`src/rtl/melody_sequencer.sv`:
```
// Song-ROM note sequencer feeding the buzzer's music_scale input.
// Steps through built-in jingles, holding each note for a programmed number of tempo ticks.
module melody_sequencer #(
  parameter int unsigned TICK_DIV = 12_499_999
) (
  input  logic       clk,
  input  logic       rst_n,
  input  logic       play,
  input  logic [1:0] song_sel,
  input  logic       loop,
  input  logic       stop,
  output logic [5:0] music_scale,
  output logic       busy,
  output logic       done
);

  localparam logic [5:0] END_SCALE = 6'd63;

  typedef enum logic {IDLE, PLAY} state_t;

  state_t      state, state_n;
  logic [23:0] tick_cnt;
  logic        tick;
  logic [4:0]  addr, addr_n;
  logic [3:0]  remaining, remaining_n;
  logic        loop_q, loop_n;
  logic [5:0]  scale_n;
  logic        busy_n, done_n;

  logic [4:0]  start_addr, next_addr, base_addr;
  logic [8:0]  start_entry, next_entry, base_entry;

  // Free-running tempo divider; shares reset and divide with the buzzer so phases match.
  assign tick = (tick_cnt == 24'(TICK_DIV));

  always_ff @(posedge clk or negedge rst_n) begin
    if (!rst_n) tick_cnt <= '0;
    else        tick_cnt <= tick ? '0 : tick_cnt + 24'd1;
  end

  function automatic logic [8:0] song_rom(input logic [4:0] a);
    case (a)
      5'd0:    song_rom = {6'd8,  3'd0};
      5'd1:    song_rom = {6'd10, 3'd0};
      5'd2:    song_rom = {6'd12, 3'd1};
      5'd8:    song_rom = {6'd12, 3'd0};
      5'd9:    song_rom = {6'd8,  3'd0};
      5'd16:   song_rom = {6'd12, 3'd1};
      5'd17:   song_rom = {6'd11, 3'd1};
      5'd18:   song_rom = {6'd10, 3'd1};
      5'd19:   song_rom = {6'd8,  3'd3};
      5'd24:   song_rom = {6'd15, 3'd0};
      5'd25:   song_rom = {6'd0,  3'd0};
      5'd26:   song_rom = {6'd15, 3'd0};
      default: song_rom = {END_SCALE, 3'd0};
    endcase
  endfunction

  assign start_addr  = {song_sel, 3'd0};
  assign next_addr   = {addr[4:3], addr[2:0] + 3'd1};
  assign base_addr   = {addr[4:3], 3'd0};
  assign start_entry = song_rom(start_addr);
  assign next_entry  = song_rom(next_addr);
  assign base_entry  = song_rom(base_addr);

  always_comb begin
    state_n     = state;
    addr_n      = addr;
    remaining_n = remaining;
    loop_n      = loop_q;
    scale_n     = music_scale;
    done_n      = 1'b0;

    if (stop) begin
      state_n = IDLE;
      scale_n = '0;
    end else if (play) begin
      // Play wins over a coincident tick: the fresh first note is not decremented.
      loop_n = loop;
      addr_n = start_addr;
      if (start_entry[8:3] == END_SCALE) begin
        state_n     = IDLE;
        scale_n     = '0;
        remaining_n = '0;
        done_n      = 1'b1;
      end else begin
        state_n     = PLAY;
        scale_n     = start_entry[8:3];
        remaining_n = {1'b0, start_entry[2:0]} + 4'd1;
      end
    end else if (state == PLAY && tick) begin
      if (remaining > 4'd1) begin
        remaining_n = remaining - 4'd1;
      end else if (next_entry[8:3] != END_SCALE) begin
        addr_n      = next_addr;
        scale_n     = next_entry[8:3];
        remaining_n = {1'b0, next_entry[2:0]} + 4'd1;
      end else if (loop_q) begin
        addr_n      = base_addr;
        scale_n     = base_entry[8:3];
        remaining_n = {1'b0, base_entry[2:0]} + 4'd1;
      end else begin
        addr_n      = next_addr;
        state_n     = IDLE;
        scale_n     = '0;
        remaining_n = '0;
        done_n      = 1'b1;
      end
    end

    busy_n = (state_n == PLAY);
  end

  always_ff @(posedge clk or negedge rst_n) begin
    if (!rst_n) begin
      state       <= IDLE;
      addr        <= '0;
      remaining   <= '0;
      loop_q      <= 1'b0;
      music_scale <= '0;
      busy        <= 1'b0;
      done        <= 1'b0;
    end else begin
      state       <= state_n;
      addr        <= addr_n;
      remaining   <= remaining_n;
      loop_q      <= loop_n;
      music_scale <= scale_n;
      busy        <= busy_n;
      done        <= done_n;
    end
  end

endmodule
```
`config.mk`:
```
export PLATFORM = sky130hd
export DESIGN_NAME = melody_sequencer
export DESIGN_NICKNAME = d
export VERILOG_FILES = /design/src/rtl/melody_sequencer.sv
export SDC_FILE = /design/constraint.sdc
export NUM_CORES = 1
export LEC_CHECK = 0
export ABC_AREA = 1
export CORE_MARGIN = 2
export CORE_UTILIZATION = 35
export DETAILED_ROUTE_END_ITERATION = 10
export REMOVE_ABC_BUFFERS = 1
export SYNTH_ARGS = -nofsm -noshare
export SYNTH_HDL_FRONTEND = slang
export SYNTH_SLANG_ARGS = --single-unit
export TNS_END_PERCENT = 20
```
`constraint.sdc`:
```
create_clock -name clk -period 3.7 [get_ports clk]
set_input_delay 0.555 -clock clk [delete_from_list [all_inputs] [get_ports clk]]
set_output_delay 0.555 -clock clk [all_outputs]
set_load 0.05 [all_outputs]
```
# --- Yosys cells after proc, flatten, opt, wreduce, memory -nomap -nowiden ---
# Memories as Yosys holds them, arrays and structs flattened.
# Cells that the tools add are included.
# Widths: inputs -> output; s select.
classes:
  reduce_logical: 8
  eq_ne: 7
  addsub: 6
  bitwise_logic: 1
  order_cmp: 1
  muxes: 33
op_table:
  columns: ["op", "count"]
  rows:
  - ["$mux 6", 7]
  - ["$add 24x1->24 const B", 1]
  - ["$eq 24x24->1 const B", 1]
  - ["$mux 24", 1]
  - ["$mux 4", 6]
  - ["$mux 1", 14]
  - ["$add 3x1->4 const B", 3]
  - ["$mux 3", 4]
  - ["$ne 3x3->1 const B", 3]
  - ["$eq 6x6->1 const B", 1]
  - ["$ne 6x6->1 const B", 1]
  - ["$reduce_and 2->1", 3]
  - ["$mux 5", 1]
  - ["$gt 4x1->1 const B", 1]
  - ["$reduce_and 4->1", 1]
  - ["$sub 4x1->4 const B", 1]
  - ["$add 3x1->3 const B", 1]
  - ["$reduce_and 3->1", 1]
  - ["$reduce_bool 3->1", 1]
  - ["$ne 2x2->1 const B", 1]
  - ["$reduce_bool 2->1", 1]
  - ["$logic_and 1x1->1", 1]
  - ["$not 1->1", 1]
totals:
  ff_bits: 42
  wordCells: 67
  mem_bits_ro: 768
  n_memories: 3
  out_inout_bits: 8
  input_bits: 7
memory_table:
  columns: ["name", "depth", "width", "rd", "rd_clocked_by_memory_dff", "wr", "line_no", "source"]
  rows:
  - ["(name not given)", 32, 8, 1, 0, 0, "42", "case (a)"]
  - ["(name not given)", 32, 8, 1, 0, 0, "42", null]
  - ["(name not given)", 32, 8, 1, 0, 0, "42", null]

# --- Depth between registers and ports, before layout ---
# An unclocked memory read counts as a cell.
depth:
  ltp_word: 8
  depth_mapped: 14
  mapped_depth_nobuf: 14

# --- Worst setup path before layout ---
# OpenSTA, ideal clock, no wires.
synth_path:
  path_kind: "reg2reg"
  startpoint: "register addr[0]"
  endpoint: "register music_scale[0]"
  t_required_ns: 3.582
  path_stages_with_launch: 15
  synth_period_minus_slack_ns: 1.897
  arrival_ns: 1.779
  path_slack_ns: 1.803
  path_buffers: 0
  setup_ns: 0.118
  path_cell_list: "dfrtp_1 ha_1 inv_1 ha_1 inv_1 nand3_1 nand2_1 nor2_4 nand2_2 nor2_8 nand2_4 o21bai_1 nand2_1 nand2_1 nand2_1"
synth_between:
  elab_chain_len: 8
synth_rtl:
  columns: ["item", "line_no", "source"]
  rows:
  - ["from (decl)", "24", "logic [4:0] addr, addr_n;"]
  - ["from (signal assigned)", "125", "addr <= addr_n;"]
  - ["$add 3x1->3 *", "60", "assign next_addr = {addr[4:3], addr[2:0] + 3'd1};"]
  - ["$mem_v2 32x8 *", null, null]
  - ["$ne 6x6->1", "94", "end else if (next_entry[8:3] != END_SCALE) begin"]
  - ["$mux 6 *", "94", null]
  - ["$mux 6 *", "92", "if (remaining > 4'd1) begin"]
  - ["$mux 6 *", "91", "end else if (state == PLAY && tick) begin"]
  - ["$mux 6 *", "77", "end else if (play) begin"]
  - ["$mux 6 *", "74", "if (stop) begin"]
  - ["to (signal assigned)", "128", "music_scale <= scale_n;"]
  - ["to (decl)", "12", "output logic [5:0] music_scale,"]
# Every way passes the cells marked *; elsewhere a longest branch is shown, timed or not. The select of a mux whose other input is x is not followed.
# A chain may end at the register's enable or synchronous reset.

# --- Worst setup path after layout ---
layout_path:
  startpoint: "register addr[0]"
  endpoint: "register music_scale[1]"
# The elaborated chain is that of the path after synthesis.

==> results.tsv <==
metric	value	unit
drv_slew	0	
required	3.89	ns
clockBufferDepth	2	
postCtsSetupBuffers	0	
wl_met1	3340	µm
synthCells	379	
insertion_delay	0.30	ns
clock_sinks	41	
hold_violations	0	
dieArea	8600	µm²
critPathKind	reg -> reg	
dp_hpwl	5260	µm
ys_ff_latch	41	
yosys_warnings	0	
grt_pass1_vias	2390	
num_rows	32	
ys_types	38	
wl_met3	257	µm
io_pins	15	
htreeDepth	2	
top_layer_used	met4	
overflow	0	
drt-initial-drc-count	124	
cts_tree	done	
drt_pre_antenna_iters	4	
drcViolationCount	0	
drive_above_1_share	11.0	%
cts_buffers	5	
drt-total-wl	6730	µm
power.density	422	nW/µm²
die-height	92.7	µm
netlist_area	2760	µm²
grt_antenna_before_repair	0	
gp_congestion	0.927	
core_area	7690	µm²
post_drt_wl_per_cell	13.4	µm
postCtsHoldBufs	0	
cts.repair.resized	0	
irDropWorstVdd	204	µV
hp-class	in -> async	
rsz0062_at_grt	false	
path_max_fanout	7	
portBuffers	14	
area_growth_syn_to_layout	13.3	%
mostFrequentLayoutCells	nand2_1, nor2_1, inv_1, dfrtp_1, nand3_1	
final_common_cell	nand2_1	
worstMarginPinSlew	0.929	ns
ys_seq_area_share	37.2	%
vias	2459	
maxCapViolCount	0	
grt_max_degree	42	
period_minus_slack	2.17	ns
fp.dieW	92.7	µm
maxSlewHeadroom	38.0	%
clkTransAtPathRegs	0.09	ns
wl_met2	3010	µm
crit_path_end_kind	register	
synth_area_per_cell	7.27	µm²
fin_nets	415	
cts-root-buf	clkbuf_8	
postPlaceCellArea	3010	µm²
holdWs	0.391	ns
p_leak	1.49	nW
fin_skew	0.0101	ns
ant_nets	0	
period_share	58.7	%
fin_area	3120	µm²
start_util	35.8	%
status	completed	
utilization	40.6	%
finalSetupTns	0	ns
grt_pass1_wl	11500	µm
setup_violations	0	
antenna_cells	0	
start_kind	register	
cp_data_arrival_time	2.36	ns
max_freq	0.460	GHz
vias_per_cell	4.91	
grt_usage	17.0	%
synth_stat cells, drive strengths merged:
cell	number	area share [%]
or2	1	0.23
nor2	58	10
dfrtp	41	37
nand3	28	5.4
o21ai	17	3.1
a31oi	1	0.23
o21bai	2	0.54
nor4	6	1.6
nand2	105	15
o211a	1	0.36
a41oi	1	0.32
xor2	10	3.2
ha	10	4.5
inv	54	7.4
a21oi	8	1.9
xnor2	2	0.64
nand4	10	2.3
nand3b	3	1.3
nor3b	1	0.45
buf	2	0.45
and2	1	0.23
nor3	13	2.5
a21boi	1	0.27
o21a	1	0.27
clkinv	2	0.27
kinds of logic after synthesis:
family                   count (synthesis)  share of synthesized area [%]
AO/OA/AOI/OAI                           32                           6.95
adder cells (fa/ha/maj)                 10                           4.54
buffers and inverters                   58                           8.08
AND/OR/NAND/NOR                        226                           39.4
XOR/XNOR                                12                           3.81
flip-flops                              41                           37.2
cell type report:
type	instances	area, µm²
sequential	41	1030
multi-input combinational	280	1510
fill	846	4570
clock inverter	1	30.0
clock buffer	7	86.3
tap	102	128
timing repair buffer	14	135
inverter	56	210
worst paths after layout:
| kind | from | endpoint | slack, ns | cells past startpoint |
|---|---|---|---|---|
| max | addr[0]$_DFFE_PN0P_ | music_scale[1]$_DFFE_PN0P_ | 1.53 | 14 |
| min | rst_n | tick_cnt[14]$_DFF_PN0_ | 0.39 | 1 |
| max reg2reg | addr[0]$_DFFE_PN0P_ | music_scale[1]$_DFFE_PN0P_ | 1.53 | 14 |
| min reg2reg | music_scale[0]$_DFFE_PN0P_ | music_scale[0]$_DFFE_PN0P_ | 0.49 | 2 |
| max in group asynchronous | rst_n | remaining[3]$_DFFE_PN0P_ | 2.73 | 1 |
| min in group clk | music_scale[0]$_DFFE_PN0P_ | music_scale[0]$_DFFE_PN0P_ | 0.49 | 2 |
power breakdown:
group | internal, mW | switching [mW] | total (mW)
registers | 0.475 | 0.0286 | 0.504
logic | 0.141 | 0.290 | 0.431
clock network | 0.220 | 0.163 | 0.383
sequential cells by signal, summed over array words and instances, names as in the netlist:
| name | count |
|---|---|
| tick_cnt | 24 |
| addr | 5 |
| music_scale | 5 |
| remaining | 4 |
| done | 1 |
| loop_q | 1 |
| state | 1 |
metal layers:
metal  track usage [%]  vias up
met5                 0        -
met4              6.00        0
met3              3.01       14
li1                  -     1250
met2              26.0       39
met1              24.2     1156
critical path: stages, from the launching register on:
cell and delay (ns):
dfrtp_1 0.43, ha_1 0.18, inv_1 0.04, ha_1 0.33
inv_1 0.09, nand3_1 0.13, nand2_1 0.11, nor2_4 0.10
nand2_2 0.09, nor2_8 0.15, nand2_4 0.08, o21bai_1 0.17
nand2_1 0.07, nand2_1 0.07, nand2_1 0.05
stage by stage:
| step | power, mW | cells | setup WS, ns |
|---|---|---|---|
| final | 1.32 | 501 | 1.53 |
| after global routing | 1.40 | 501 | 1.27 |
| after CTS | 1.33 | 501 | 1.52 |
| after detailed placement | 0.943 | 493 | 1.55 |
| after global placement | 0.938 | 493 | 1.60 |
| after floorplan | 0.830 | 377 | 1.80 |
Power figures use the tool's default switching activity.
